`config.mk`:
```
export PLATFORM = sky130hd
export DESIGN_NAME = alu_ctrl_seq_flat
export DESIGN_NICKNAME = d
export VERILOG_FILES = /design/src/rtl/alu_ctrl_if.sv /design/src/rtl/alu_ctrl_seq.sv /design/src/flat_wrapper.sv
export SDC_FILE = /design/constraint.sdc
export NUM_CORES = 1
export LEC_CHECK = 0
export BUFFER_PORTS_ARGS = -buffer_cell sky130_fd_sc_hd__buf_2
export CORE_MARGIN = 2
export CORE_UTILIZATION = 40
export DETAILED_ROUTE_END_ITERATION = 7
export PLACE_DENSITY_LB_ADDON = 0.1
export SYNTH_ARGS = -nofsm -noshare
export SYNTH_HDL_FRONTEND = slang
export SYNTH_SLANG_ARGS = --single-unit
```
`constraint.sdc`:
```
create_clock -name clk -period 1.74 [get_ports clk]
set_input_delay 0.174 -clock clk [delete_from_list [all_inputs] [get_ports clk]]
set_output_delay 0.174 -clock clk [all_outputs]
set_load 0.05 [all_outputs]
```
`src/rtl/alu_ctrl_if.sv`:
```
// Handshake and result bundle between the MIPS execute-stage control logic and
// the ALU-control decoder/mult-div sequencer.
interface alu_ctrl_if;
  logic       flush;
  logic       in_valid;
  logic       in_ready;
  logic [5:0] opcode;
  logic [5:0] rtype_fncode;
  logic       out_valid;
  logic [5:0] fncode;
  logic       illegal;
  logic       md_start;
  logic       md_busy;
  logic       hilo_we;

  modport master (
    output flush, in_valid, opcode, rtype_fncode,
    input  in_ready, out_valid, fncode, illegal, md_start, md_busy, hilo_we
  );

  modport slave (
    input  flush, in_valid, opcode, rtype_fncode,
    output in_ready, out_valid, fncode, illegal, md_start, md_busy, hilo_we
  );
endinterface

```
`src/rtl/alu_ctrl_seq.sv`:
```
// Registered MIPS ALU-control decoder with a multi-cycle MULT/DIV sequencer that
// stalls upstream while busy and strobes the HI/LO write at completion.
module alu_ctrl_seq #(
  parameter int         MULT_CYCLES    = 4,
  parameter int         DIV_CYCLES     = 33,
  parameter logic [5:0] ILLEGAL_FNCODE = 6'h3F
) (
  input  logic       clk,
  input  logic       reset_n,
  alu_ctrl_if.slave  bus
);

  localparam logic [5:0] OPCODE_RTYPE  = 6'h00;
  localparam logic [5:0] OPCODE_REGIMM = 6'h01;
  localparam logic [5:0] OPCODE_BEQ    = 6'h04;
  localparam logic [5:0] OPCODE_BNE    = 6'h05;
  localparam logic [5:0] OPCODE_BLEZ   = 6'h06;
  localparam logic [5:0] OPCODE_BGTZ   = 6'h07;
  localparam logic [5:0] OPCODE_ADDIU  = 6'h09;
  localparam logic [5:0] OPCODE_SLTI   = 6'h0A;
  localparam logic [5:0] OPCODE_SLTIU  = 6'h0B;
  localparam logic [5:0] OPCODE_ANDI   = 6'h0C;
  localparam logic [5:0] OPCODE_ORI    = 6'h0D;
  localparam logic [5:0] OPCODE_XORI   = 6'h0E;
  localparam logic [5:0] OPCODE_LB     = 6'h20;
  localparam logic [5:0] OPCODE_LH     = 6'h21;
  localparam logic [5:0] OPCODE_LWL    = 6'h22;
  localparam logic [5:0] OPCODE_LW     = 6'h23;
  localparam logic [5:0] OPCODE_LBU    = 6'h24;
  localparam logic [5:0] OPCODE_LHU    = 6'h25;
  localparam logic [5:0] OPCODE_LWR    = 6'h26;
  localparam logic [5:0] OPCODE_SB     = 6'h28;
  localparam logic [5:0] OPCODE_SH     = 6'h29;
  localparam logic [5:0] OPCODE_SW     = 6'h2B;

  localparam logic [5:0] FUNCT_MULT    = 6'h18;
  localparam logic [5:0] FUNCT_MULTU   = 6'h19;
  localparam logic [5:0] FUNCT_DIV     = 6'h1A;
  localparam logic [5:0] FUNCT_DIVU    = 6'h1B;
  localparam logic [5:0] FUNCT_ADDU    = 6'h21;
  localparam logic [5:0] FUNCT_SUBU    = 6'h23;
  localparam logic [5:0] FUNCT_AND     = 6'h24;
  localparam logic [5:0] FUNCT_OR      = 6'h25;
  localparam logic [5:0] FUNCT_XOR     = 6'h26;
  localparam logic [5:0] FUNCT_SLT     = 6'h2A;
  localparam logic [5:0] FUNCT_SLTU    = 6'h2B;

  localparam int MAX_CYCLES = (MULT_CYCLES > DIV_CYCLES) ? MULT_CYCLES : DIV_CYCLES;
  localparam int CW         = $clog2(MAX_CYCLES + 1);

  // The counter is loaded with L-1 so that BUSY spans exactly L cycles.
  localparam logic [CW-1:0] MULT_LOAD = CW'(MULT_CYCLES - 1);
  localparam logic [CW-1:0] DIV_LOAD  = CW'(DIV_CYCLES - 1);

  typedef enum logic [1:0] {IDLE, BUSY, DONE} state_t;

  state_t        state;
  logic [CW-1:0] count;
  logic          accept;
  logic [5:0]    dec_fn;
  logic          dec_ill;
  logic          is_md;
  logic          is_div;

  assign bus.in_ready = (state == IDLE) && !bus.flush;
  assign accept       = bus.in_valid && bus.in_ready;

  always_comb begin
    // NOTE: every output of this block gets a default first, so no path can infer a latch.
    dec_fn  = ILLEGAL_FNCODE;
    dec_ill = 1'b0;
    is_md   = 1'b0;
    is_div  = 1'b0;
    unique case (bus.opcode)
      OPCODE_RTYPE: begin
        dec_fn = bus.rtype_fncode;
        is_md  = (bus.rtype_fncode == FUNCT_MULT) || (bus.rtype_fncode == FUNCT_MULTU) ||
                 (bus.rtype_fncode == FUNCT_DIV)  || (bus.rtype_fncode == FUNCT_DIVU);
        is_div = (bus.rtype_fncode == FUNCT_DIV)  || (bus.rtype_fncode == FUNCT_DIVU);
      end
      OPCODE_ADDIU, OPCODE_LB, OPCODE_LBU, OPCODE_LH, OPCODE_LHU, OPCODE_LW,
      OPCODE_LWL, OPCODE_LWR, OPCODE_SW, OPCODE_SH, OPCODE_SB: dec_fn = FUNCT_ADDU;
      OPCODE_ANDI:  dec_fn = FUNCT_AND;
      OPCODE_ORI:   dec_fn = FUNCT_OR;
      OPCODE_XORI:  dec_fn = FUNCT_XOR;
      OPCODE_SLTI:  dec_fn = FUNCT_SLT;
      OPCODE_SLTIU: dec_fn = FUNCT_SLTU;
      OPCODE_BEQ, OPCODE_BNE: dec_fn = FUNCT_SUBU;
      // Branches against zero use a signed compare.
      OPCODE_BLEZ, OPCODE_BGTZ, OPCODE_REGIMM: dec_fn = FUNCT_SLT;
      default:      dec_ill = 1'b1;
    endcase
  end

  // NOTE: sequential state uses non-blocking assignments only, so every register
  // samples the pre-edge values regardless of statement order.
  always_ff @(posedge clk) begin
    if (!reset_n) begin
      state         <= IDLE;
      count         <= '0;
      bus.out_valid <= 1'b0;
      bus.fncode    <= '0;
      bus.illegal   <= 1'b0;
      bus.md_start  <= 1'b0;
      bus.md_busy   <= 1'b0;
      bus.hilo_we   <= 1'b0;
    end else if (bus.flush) begin
      // fncode/illegal keep their last value; only the strobes and state are dropped.
      state         <= IDLE;
      count         <= '0;
      bus.out_valid <= 1'b0;
      bus.md_start  <= 1'b0;
      bus.md_busy   <= 1'b0;
      bus.hilo_we   <= 1'b0;
    end else begin
      bus.out_valid <= 1'b0;
      bus.md_start  <= 1'b0;
      bus.hilo_we   <= 1'b0;
      unique case (state)
        IDLE: begin
          if (accept) begin
            bus.fncode  <= dec_fn;
            bus.illegal <= dec_ill;
            if (is_md) begin
              state        <= BUSY;
              bus.md_start <= 1'b1;
              bus.md_busy  <= 1'b1;
              count        <= is_div ? DIV_LOAD : MULT_LOAD;
            end else begin
              bus.out_valid <= 1'b1;
            end
          end
        end
        BUSY: begin
          if (count == '0) begin
            state         <= DONE;
            bus.md_busy   <= 1'b0;
            bus.hilo_we   <= 1'b1;
            bus.out_valid <= 1'b1;
          end else begin
            count <= count - CW'(1);
          end
        end
        DONE:    state <= IDLE;
        default: state <= IDLE;
      endcase
    end
  end

endmodule

```
`src/flat_wrapper.sv`:
```
// flat-port wrapper written by rule: the top's interface ports become plain ports
module alu_ctrl_seq_flat 
#(
  parameter int         MULT_CYCLES    = 4,
  parameter int         DIV_CYCLES     = 33,
  parameter logic [5:0] ILLEGAL_FNCODE = 6'h3F
)
  (clk, reset_n, bus_flush, bus_in_valid, bus_opcode, bus_rtype_fncode, bus_in_ready, bus_out_valid, bus_fncode, bus_illegal, bus_md_start, bus_md_busy, bus_hilo_we);
  alu_ctrl_if bus_i ();
  input  logic clk;
  input  logic reset_n;
  input wire logic [$bits(bus_i.flush)-1:0] bus_flush;
  input wire logic [$bits(bus_i.in_valid)-1:0] bus_in_valid;
  input wire logic [$bits(bus_i.opcode)-1:0] bus_opcode;
  input wire logic [$bits(bus_i.rtype_fncode)-1:0] bus_rtype_fncode;
  output wire logic [$bits(bus_i.in_ready)-1:0] bus_in_ready;
  output wire logic [$bits(bus_i.out_valid)-1:0] bus_out_valid;
  output wire logic [$bits(bus_i.fncode)-1:0] bus_fncode;
  output wire logic [$bits(bus_i.illegal)-1:0] bus_illegal;
  output wire logic [$bits(bus_i.md_start)-1:0] bus_md_start;
  output wire logic [$bits(bus_i.md_busy)-1:0] bus_md_busy;
  output wire logic [$bits(bus_i.hilo_we)-1:0] bus_hilo_we;
  assign bus_i.flush = bus_flush;
  assign bus_i.in_valid = bus_in_valid;
  assign bus_i.opcode = bus_opcode;
  assign bus_i.rtype_fncode = bus_rtype_fncode;
  assign bus_in_ready = bus_i.in_ready;
  assign bus_out_valid = bus_i.out_valid;
  assign bus_fncode = bus_i.fncode;
  assign bus_illegal = bus_i.illegal;
  assign bus_md_start = bus_i.md_start;
  assign bus_md_busy = bus_i.md_busy;
  assign bus_hilo_we = bus_i.hilo_we;
  alu_ctrl_seq #(.MULT_CYCLES(MULT_CYCLES), .DIV_CYCLES(DIV_CYCLES), .ILLEGAL_FNCODE(ILLEGAL_FNCODE)) u_core (.clk(clk), .reset_n(reset_n), .bus(bus_i));
endmodule
```
==> impl_metrics.ini <==
[worst_setup_path]
crit_path_max_fanout = 7
path_cells = nor4b_4 > buf_6 > buf_4 > and3_1 > a21oi_1 > o221a_2
cp_slowest_cell = dfxtp_2
crit_path_max_incr_delay_ns = 0.36
critPathLaunchType = flip-flop
ff2ff_path_depth = 6
r2r_slack_ns = 0.17
critPathRequiredTime_ns = 1.94
crit_family = simple AND/OR/NAND/NOR gates
critPathBufInv = 2
r2r-end = u_core.count[0]$_SDFFE_PP0P_
endpoint_kind = flip-flop
criticalPathCategory = flip-flop to flip-flop
r2r_start = u_core.state[0]$_SDFFE_PP0P_
worstPathArrival_ns = 1.77

[floorplanning]
start_util = 0.4151
die-area_mm2 = 0.003279
fp.dieH_um = 57.27
die_w_um = 57.27
row_count = 19
io_pins = 28
coreArea_mm2 = 0.002734

[drt]
ant_nets = 0
drt_iter0_drc = 22
vias = 1059
routedWlPerCell_um = 13.46
drcViolationCount = 0
routed_via_density = 5.516
routed_wl_um = 2584
drt-pass1-iter-count = 4

[clocking]
numCtsBuffers = 3
insertion_delay_ns = 0.30
cts_max_level = 1
clock_sinks = 19
cts_root_buf = clkbuf_4
path_clk_slew_ns = 0.12
cts_max_path_buffers = 2
post_cts_buffers = 0
cts_tree = yes

[min_path]
min_path_type = primary input to flip-flop
hp-start = bus_rtype_fncode[4]
min_to = u_core.bus.fncode[4]$_SDFFE_PN0P_
whs_path_depth = 3

[placement]
gp_congestion = 0.8501
dpl.hpwl_um = 1976
pre_cts_ws_ns = 0.1018
io_buffers = 27

[timing]
fin_tns_setup_ns = 0
fin_skew_ns = 0.006938
setup_ws_ns = 0.1654
tightest_slew_ns = 0.4422
final-max-slew-violation-count = 0
final-hold-violation-count = 0
fin_crit_sh = 0.9049
layout_min_cycle_time_ns = 1.575
setup_viol = 0
rsz0062_at_grt = false
timing.slew.headroom = 0.7052
max_freq_mhz = 635.1

[yosys]
synth_cell_types = 42
synth.yosys.warnings = 0
ys_ff_latch = 19
syn_inst = 133
synth_top_family_by_area = simple AND/OR/NAND/NOR gates
syn_area_mm2 = 0.001135
syn-num-nets = 150
synthXorXnorAreaFrac = 0.03087
ys_seq_area_frac = 0.3352
synthSimpleGateAreaFrac = 0.2999
synth_adder_area_share = 0.01103
synthArstFlopShare = 0
synth_edf_count = 0
synth.area.mux_share = 0
avgSynthCellArea_um2 = 8.533
ys.flop_type = dfxtp_1
synth-compound-area-share = 0.2723

[power_and_ir_drop]
peakVddDrop_uv = 429.0
power_density_mw_per_mm2 = 646.9
power.leakage_nw = 0.5630

[global_route]
grt_use_total = 0.1711
grt-ovfl-total = 0
grt_pass1_wl_um = 4257
grt_max_degree = 16
grt_pass1_vias = 944
antenna_found_initial = 0

[cells_and_area]
layout.nets = 179
synthToLayoutAreaGrowth_pct = 17.53
antenna_cells = 0
drive_gt1_frac = 0.3230

[run]
cap_viol_max_count = 0

[outcome]
status = complete, no violations
layer usage:
| layer | track usage | vias to the layer above | share of wire |
|---|---|---|---|
| li1 | - | 547 | - |
| met1 | 0.2171 | 493 | 0.46 |
| met2 | 0.2791 | 17 | 0.49 |
| met3 | 0.03401 | 2 | 0.034 |
| met4 | 0.07973 | 0 | 0.0089 |
| met5 | 0 | - | 0 |
Yosys cell counts, types with 2 or more instances:
library cell,number,area share
a21oi_1,11,0.049
a31oi_1,5,0.028
and2_1,3,0.017
and2_2,3,0.020
and3_1,3,0.017
buf_2,4,0.018
dfxtp_1,19,0.34
inv_1,4,0.013
nand2_1,9,0.030
nand2b_1,2,0.011
nor2_1,12,0.040
nor2b_1,2,0.011
nor3_1,6,0.026
o21ai_0,16,0.071
o21ai_1,2,0.0088
o221a_2,2,0.020
o31ai_1,2,0.013
xor2_1,4,0.031
through the flow:
stage | hold WS (ns) | utilization | power (W) | area [um^2] | cells
after floorplan | 0.2957 | - | 0.0005890 | 1140 | 133
after global placement | 0.4579 | 0.4760 | 0.0006407 | 1301 | 188
after detailed placement | 0.4585 | 0.4760 | 0.0006426 | 1301 | 188
after CTS | 0.1184 | 0.4860 | 0.0008747 | 1329 | 192
after global routing | 0.1341 | 0.4879 | 0.0009049 | 1334 | 192
final | 0.1309 | 0.4879 | 0.0008628 | 1334 | 192
power breakdown:
| part | switching, W | internal, W | total, W |
|---|---|---|---|
| Clock | 0.000145 | 0.0000856 | 0.000230 |
| Sequential | 0.00000538 | 0.000447 | 0.000452 |
| Combinational | 0.000121 | 0.0000597 | 0.000180 |
area by class of cell:
class                   instances  area, um^2
fillers                       274        1400
multi-input cells             103       701.9
flip-flops and latches         19       381.6
repair buffers                 31       168.9
well taps                      31       38.79
clock buffers                   3       22.52
inverters                       4       15.01
clock inverters                 1       5.005
tightest hold or removal path, cell delays in order:
cell     delay [ns]
buf_2          0.10
nand2_1        0.05
a31oi_1        0.07
how the worst max path moves through the flow:
| stage | cells past startpoint | from | slack (ns) | to |
|---|---|---|---|---|
| 2_1_floorplan | 5 | u_core.state[0]$_SDFFE_PP0P_ | 0.05 | u_core.bus.illegal$_SDFFE_PN0P_ |
| 3_3_place_gp | 6 | bus_opcode[1] | 0.12 | u_core.count[0]$_SDFFE_PP0P_ |
| 3_5_place_dp | 6 | bus_opcode[1] | 0.10 | u_core.count[0]$_SDFFE_PP0P_ |
| 4_1_cts | 6 | u_core.state[0]$_SDFFE_PP0P_ | 0.13 | u_core.count[5]$_SDFFE_PP0P_ |
| 5_1_grt | 6 | u_core.state[0]$_SDFFE_PP0P_ | 0.02 | u_core.count[5]$_SDFFE_PP0P_ |
| 6_report | 6 | u_core.state[0]$_SDFFE_PP0P_ | 0.17 | u_core.count[0]$_SDFFE_PP0P_ |
flip-flops by register name, summed over array words and instances, names as in the netlist:
register	flops
u_core.bus.fncode	6
u_core.bus.hilo_we	1
u_core.bus.illegal	1
u_core.bus.md_busy	1
u_core.bus.md_start	1
u_core.bus.out_valid	1
u_core.count	6
u_core.state	2
cell usage in the layout, fill, tap and decap left out, types with 2 or more instances in the layout:
cell and instances:
a31oi_1 5, nor2b_1 2, and2_1 3, o31ai_1 2, xor2_1 4, and3_1 3, and2_2 3, o221a_2 2
o21ai_1 3, buf_2 27, o21ai_0 15, nand2_1 9, buf_4 3, clkbuf_4 3, nor3_1 5, inv_1 4
dfxtp_1 18, nor2_1 12, a21oi_1 11, nand2b_1 2
kinds of logic (layout without fill, tap and decap cells):
kind of cell | count (synthesis) | in the layout
buffers and inverters | 11 | 39
AOI/OAI and AO/OA | 46 | 46
DFF | 19 | 19
and+or+nand+nor | 52 | 52
xor gates and xnor gates | 4 | 4
adders and majority gates | 1 | 1
repair_timing:
item	4_1_cts	5_1_grt
endpoints found under the setup margin	0	3
resized for setup	0	3
hold buffers	0	0
Power figures use the tool's default switching activity.
